[src/rtl/sseg_pkg.sv]
// Shared code points and active-low segment patterns ({g,f,e,d,c,b,a}) for the
// eight-digit seven-segment scan driver.
package sseg_pkg;

  localparam logic [4:0] CODE_ZERO  = 5'h00;
  localparam logic [4:0] CODE_BLANK = 5'h10;
  localparam logic [4:0] CODE_DASH  = 5'h11;
  localparam logic [4:0] CODE_H     = 5'h12;
  localparam logic [4:0] CODE_L     = 5'h13;
  localparam logic [4:0] CODE_P     = 5'h14;
  localparam logic [4:0] CODE_R     = 5'h15;
  localparam logic [4:0] CODE_U     = 5'h16;
  localparam logic [4:0] CODE_O     = 5'h17;

  localparam logic [6:0] SEG_X0 = 7'b1000000;
  localparam logic [6:0] SEG_X1 = 7'b1111001;
  localparam logic [6:0] SEG_X2 = 7'b0100100;
  localparam logic [6:0] SEG_X3 = 7'b0110000;
  localparam logic [6:0] SEG_X4 = 7'b0011001;
  localparam logic [6:0] SEG_X5 = 7'b0010010;
  localparam logic [6:0] SEG_X6 = 7'b0000010;
  localparam logic [6:0] SEG_X7 = 7'b1111000;
  localparam logic [6:0] SEG_X8 = 7'b0000000;
  localparam logic [6:0] SEG_X9 = 7'b0010000;
  localparam logic [6:0] SEG_XA = 7'b0001000;
  localparam logic [6:0] SEG_XB = 7'b0000011;
  localparam logic [6:0] SEG_XC = 7'b1000110;
  localparam logic [6:0] SEG_XD = 7'b0100001;
  localparam logic [6:0] SEG_XE = 7'b0000110;
  localparam logic [6:0] SEG_XF = 7'b0001110;

  localparam logic [6:0] SEG_BLANK = 7'b1111111;
  localparam logic [6:0] SEG_DASH  = 7'b0111111;
  localparam logic [6:0] SEG_LH    = 7'b0001001;
  localparam logic [6:0] SEG_LL    = 7'b1000111;
  localparam logic [6:0] SEG_LP    = 7'b0001100;
  localparam logic [6:0] SEG_LR    = 7'b0101111;
  localparam logic [6:0] SEG_LU    = 7'b1000001;
  localparam logic [6:0] SEG_LO    = 7'b0100011;

  // Indexed directly by the 5-bit code; entry 0 is the least significant slice.
  localparam logic [31:0][6:0] SEG_TABLE = {
    {8{SEG_BLANK}},
    SEG_LO, SEG_LU, SEG_LR, SEG_LP, SEG_LL, SEG_LH, SEG_DASH, SEG_BLANK,
    SEG_XF, SEG_XE, SEG_XD, SEG_XC, SEG_XB, SEG_XA, SEG_X9, SEG_X8,
    SEG_X7, SEG_X6, SEG_X5, SEG_X4, SEG_X3, SEG_X2, SEG_X1, SEG_X0
  };

  function automatic logic code_is_blank(input logic [4:0] code);
    return (code == CODE_BLANK) || (code[4:3] == 2'b11);
  endfunction

endpackage

[src/rtl/sseg_decode.sv]
// Combinational 5-bit digit code to active-low seven-segment pattern decoder.
module sseg_decode
  import sseg_pkg::*;
(
  input  logic [4:0] code_i,
  output logic [6:0] seg_n_o
);

  assign seg_n_o = SEG_TABLE[code_i];

endmodule

[src/rtl/sseg_scan_driver.sv]
// Eight-digit multiplexed seven-segment scan driver with frame-atomic snapshot.
// Optional leading-zero blanking is enabled by defining SSEG_LZ_BLANK_EN.
module sseg_scan_driver
  import sseg_pkg::*;
#(
  parameter int SCAN_DIV = 100000  // clk cycles per digit slot, at least 4
) (
  input  logic       clk,
  input  logic       reset,
  input  logic [4:0] dig7,
  input  logic [4:0] dig6,
  input  logic [4:0] dig5,
  input  logic [4:0] dig4,
  input  logic [4:0] dig3,
  input  logic [4:0] dig2,
  input  logic [4:0] dig1,
  input  logic [4:0] dig0,
  input  logic [7:0] dp,
  output logic [7:0] an,
  output logic [6:0] seg,
  output logic       dp_n
);

  localparam int CW = $clog2(SCAN_DIV);
  localparam logic [CW-1:0] CNT_LAST = CW'(SCAN_DIV - 1);

  logic [CW-1:0]   cnt_q, cnt_d;
  logic            tick;
  logic [2:0]      idx_q, idx_d;
  logic [7:0][4:0] dig_in;
  logic [7:0][4:0] snap_code_q, snap_code_d;
  logic [7:0]      snap_dp_q, snap_dp_d;
  logic [7:0]      an_q, an_d;
  logic [6:0]      seg_q, seg_d;
  logic            dp_n_q, dp_n_d;
  logic [4:0]      cur_code;
  logic [4:0]      disp_code;
  logic [6:0]      dec_seg;

  assign dig_in = {dig7, dig6, dig5, dig4, dig3, dig2, dig1, dig0};

  always_comb begin
    tick        = (cnt_q == CNT_LAST);
    cnt_d       = tick ? '0 : cnt_q + CW'(1);
    idx_d       = tick ? idx_q + 3'd1 : idx_q;
    snap_code_d = snap_code_q;
    snap_dp_d   = snap_dp_q;
    // Capture only on the 7->0 wrap so a whole frame shows one coherent set.
    if (tick && (idx_q == 3'd7)) begin
      snap_code_d = dig_in;
      snap_dp_d   = dp;
    end
  end

  assign cur_code = snap_code_q[idx_q];

`ifdef SSEG_LZ_BLANK_EN
  logic [7:0] lz_blank;

  // Walk from the top digit down; a zero is suppressed only while everything
  // above it renders blank and its own decimal point is off.
  always_comb begin : lz_chain
    logic hi_blank;
    hi_blank = 1'b1;
    lz_blank = '0;
    for (int i = 7; i >= 1; i--) begin
      lz_blank[i] = hi_blank && (snap_code_q[i] == CODE_ZERO) && !snap_dp_q[i];
      hi_blank    = lz_blank[i] || (hi_blank && code_is_blank(snap_code_q[i]));
    end
  end

  assign disp_code = lz_blank[idx_q] ? CODE_BLANK : cur_code;
`else
  assign disp_code = cur_code;
`endif

  sseg_decode u_decode (
    .code_i  (disp_code),
    .seg_n_o (dec_seg)
  );

  // Count zero is the first cycle of a slot: all anodes off to avoid ghosting.
  always_comb begin
    if (cnt_q == '0) begin
      an_d   = 8'hFF;
      seg_d  = SEG_BLANK;
      dp_n_d = 1'b1;
    end else begin
      an_d   = ~(8'h01 << idx_q);
      seg_d  = dec_seg;
      dp_n_d = ~snap_dp_q[idx_q];
    end
  end

  always_ff @(posedge clk) begin
    if (reset) begin
      cnt_q       <= '0;
      idx_q       <= '0;
      snap_code_q <= {8{CODE_BLANK}};
      snap_dp_q   <= '0;
      an_q        <= 8'hFF;
      seg_q       <= SEG_BLANK;
      dp_n_q      <= 1'b1;
    end else begin
      cnt_q       <= cnt_d;
      idx_q       <= idx_d;
      snap_code_q <= snap_code_d;
      snap_dp_q   <= snap_dp_d;
      an_q        <= an_d;
      seg_q       <= seg_d;
      dp_n_q      <= dp_n_d;
    end
  end

  assign an   = an_q;
  assign seg  = seg_q;
  assign dp_n = dp_n_q;

endmodule
[config.mk]
export PLATFORM = sky130hd
export DESIGN_NAME = sseg_scan_driver
export DESIGN_NICKNAME = d
export VERILOG_FILES = /design/src/rtl/sseg_pkg.sv /design/src/rtl/sseg_decode.sv /design/src/rtl/sseg_scan_driver.sv
export SDC_FILE = /design/constraint.sdc
export NUM_CORES = 1
export LEC_CHECK = 0
export BUFFER_PORTS_ARGS = -buffer_cell sky130_fd_sc_hd__buf_2
export CAP_MARGIN = 20
export CELL_PAD_IN_SITES_DETAIL_PLACEMENT = 1
export CELL_PAD_IN_SITES_GLOBAL_PLACEMENT = 1
export CORE_ASPECT_RATIO = 0.8
export CORE_MARGIN = 3
export CORE_UTILIZATION = 43
export DETAILED_ROUTE_END_ITERATION = 16
export PLACE_DENSITY = 0.88
export SETUP_SLACK_MARGIN = 0.15
export SLEW_MARGIN = 15
export SYNTH_ARGS = -nofsm -noshare
export SYNTH_HDL_FRONTEND = slang
export SYNTH_HIERARCHICAL = 1
export SYNTH_SLANG_ARGS = --single-unit
[constraint.sdc]
create_clock -name clk -period 3.43 [get_ports clk]
set_input_delay 0.686 -clock clk [delete_from_list [all_inputs] [get_ports clk]]
set_output_delay 0.686 -clock clk [all_outputs]
set_load 0.005 [all_outputs]
==> run metrics <==
share of total power in the clock network=0.504; WP buf/inv=1; chip width=115 um; worst-path fanout max=12; Worst Min Path Start=snap_code_q[14]$_SDFFE_PP1P_; Routed Antenna Nets=0; fill count=1095; DRC Markers=0; CTS Root Cell=clkbuf_16; total track usage=0.217; io pins=66; pin count of the biggest net entering global routing=54; vias in the first global route=3685; Synth warnings=6; Detail Placement HPWL=7600 um; Core Util, Final=0.516; Hold EP=snap_code_q[14]$_SDFFE_PP1P_; Leak=1.66 nW; PwrDens=448 nW/um2; Worst Hold Depth=1; CP cell instances=mux4_2 -> nand2_1 -> nand2_1 -> inv_1 -> ha_1 -> nor2_1 -> a2111oi_0 -> nor3_1 -> nand2b_1; relative slew slack=0.291; drt total wl=11300 um; Iteration-0 DRC Markers=around 240; HP Class=reg -> reg; Pint=1.65 mW; Worst path most repeated cell=nand2_1; startpoint types=flip-flop; row count=31; Final setup viols=0; Die Y=93.2 um; slew at the pin with the worst max-slew slack=~1.1 ns; DR WL/cell=18.3 um; grt ovf=0; CTS Buf Count=9; Mapped Nets=521; Worst Reg-to-Reg Cells=9; Worst setup EP type=flip-flop; Peak Freq=340 MHz; Peak VDD IR=0.000218 V; register area share after synthesis=0.412; layout cells sized above 1=0.223; Post-Syn Instances=455; clock sinks=84; hold_buf cts=0; GPL Wtd Cong=0.840; H-tree depth=3; flops & latches, synth=84; P&R area growth vs syn=15.6%; Synth Flop Type=dfxtp_1; CP required=3.66 ns; postcts setup bufs=0; setup_tns=0 ns; Final WS setup=0.490 ns; CP Data Arrival Time=3.17 ns; initial antenna violation count=0; Seq pwr share=0.465; Logic pwr share=0.031; Tot Pwr=2.11 mW; CTS Buffer Depth=2; Setup Skew=0.0104 ns; FF-to-FF setup slack=between 0.4 and 0.5 ns; die area=10700 um2; Storage cell area=1680 um2; first-pass GRT wire length=18500 um; post-cts resize count=0; Reg-to-Reg Start=idx_q[1]$_SDFFE_PP0N_; endpoints failing hold=0; outcome=finished, final reports clean; core area=9150 um2; clock-pin slew on the worst setup and hold paths=0.06 ns; Psw=0.464 mW; final-stage net count=567; Clock Latency Late Sink=about 0.35 ns; vias per std cell=5.73; RR Endpoint=seg[3]$_SDFF_PP1_; vias after detailed routing=3561; RSZ-0062 raised after global routing=no; area of the multi-input gates=2140 um2; worst slack, placed=0.560 ns; fin. max-slew vios=0; ys async rst share=0; Avg Cell Area, Syn=approximately 9.0 um2; ant diodes=0; Max Cap Viol=0; Slowest-stage cell, CP=dfxtp_1; Setup Crit Path Kind=reg -> reg; 1st-pass router iterations=4; crit path time final=2.94 ns; delay-heaviest family, CP=simple AND/OR/NAND/NOR gates; sw frac=0.219; number of library cell types mapped by synthesis=between 40 and 50; EDFF count, synth=0; Final Cycle Share=0.857; CTS tree=built; initial core utilization=0.446; I/O Buffers=65; Mapped Area=just over 4000 um2; max incr delay on CP=between 0.6 and 0.7 ns
## placed cells by master (no fill, tap or decap), drive strengths merged, types with 4 or more instances in the layout
cell,instances
nand3,51
a21oi,48
nor3,7
or4,4
nand4,6
clkbuf,9
a211o,9
nand2b,9
buf,73
nor4,7
ha,16
nor2b,6
xnor2,12
and3,8
mux4,12
nand2,31
nor2,25
dfxtp,84
inv,15
o21ai,45
## worst reg2reg max path: stages (launching register included)
cell and delay [ns]:
dfxtp_1 0.66, mux4_2 0.57, nand2_1 0.08, nand2_1 0.26, inv_1 0.23, ha_1 0.18, nor2_1 0.07, a2111oi_0 0.50
nor3_1 0.12, nand2b_1 0.16
## power groups by stage
stage	clock [mW]	sequential, mW	combinational [mW]
finish	1.07	0.984	0.0653
global placement	0	1.01	0.0618
global route	1.13	0.984	0.0714
floorplan	0	1.01	0.0278
CTS	1.08	0.984	0.0656
detailed placement	0	1.01	0.0644
## through the flow
| step | area [um2] | hold slack [ns] | cells |
|---|---|---|---|
| floorplan | 4090 | 0.430 | 455 |
| global placement | 4400 | 0.440 | 605 |
| detailed placement | 4400 | 0.447 | 605 |
| CTS | 4720 | 0.462 | 621 |
| global route | 4720 | 0.472 | 621 |
| finish | 4720 | 0.463 | 621 |
## cell families (layout without fill, tap and decap cells)
group,Yosys count,after routing,synth area share
flip-flops,84,84,0.412
buffers and inverters,52,103,0.0659
AO/OA/AOI/OAI,113,113,0.158
adder cells (fa/ha/maj),16,16,0.0490
multiplexers,17,17,0.0799
XOR/XNOR,14,14,0.0300
AND/OR/NAND/NOR,159,159,0.206
## registers in the layout, indices dropped and copies added, names as in the netlist
name,count
snap_code_q,40
seg,7
dp_n,1
idx_q,3
an,8
cnt_q,17
snap_dp_q,8
## cell type report
class                      instances  area share
clock inverter                     7      0.0207
multi-input combinational        319       0.452
clock buffer                       9      0.0477
timing repair buffer              73      0.0816
sequential                        84       0.356
inverter                          14      0.0111
tap                              115      0.0305
## cell usage after synthesis (6+ instances only)
cell type,count,area [um2]
mux4_2,12,270
inv_1,13,48.8
buf_6,7,78.8
dfxtp_1,84,1680
a211o_1,9,78.8
o21ai_0,43,215
nor3_1,6,30.0
nand2b_1,9,56.3
and3_1,8,50.1
clkbuf_1,18,67.6
ha_1,16,200
nor2_1,25,93.8
nand4_1,6,37.5
nand3_1,51,255
nor4_1,6,37.5
nand2_1,30,113
xnor2_1,12,105
a21oi_1,48,240
nor2b_1,6,37.5
## how the worst max path moves through the flow
stage,startpoint,endpoint,cells past startpoint
finish,idx_q[1]$_SDFFE_PP0N_,seg[3]$_SDFF_PP1_,9
global route,idx_q[1]$_SDFFE_PP0N_,seg[3]$_SDFF_PP1_,9
CTS,idx_q[1]$_SDFFE_PP0N_,snap_code_q[18]$_SDFFE_PP0P_,6
detailed placement,idx_q[1]$_SDFFE_PP0N_,snap_code_q[30]$_SDFFE_PP0P_,6
global placement,idx_q[1]$_SDFFE_PP0N_,seg[3]$_SDFF_PP1_,8
floorplan,idx_q[0]$_SDFFE_PP0N_,seg[3]$_SDFF_PP1_,11
## layer usage
metal | track usage | wire length (um)
met5 | 0 | 0
met1 | 0.288 | 5170
met3 | 0.0582 | 526
met2 | 0.355 | 5530
met4 | 0.0469 | 112
Note: power is estimated with default switching activity, not from simulation.
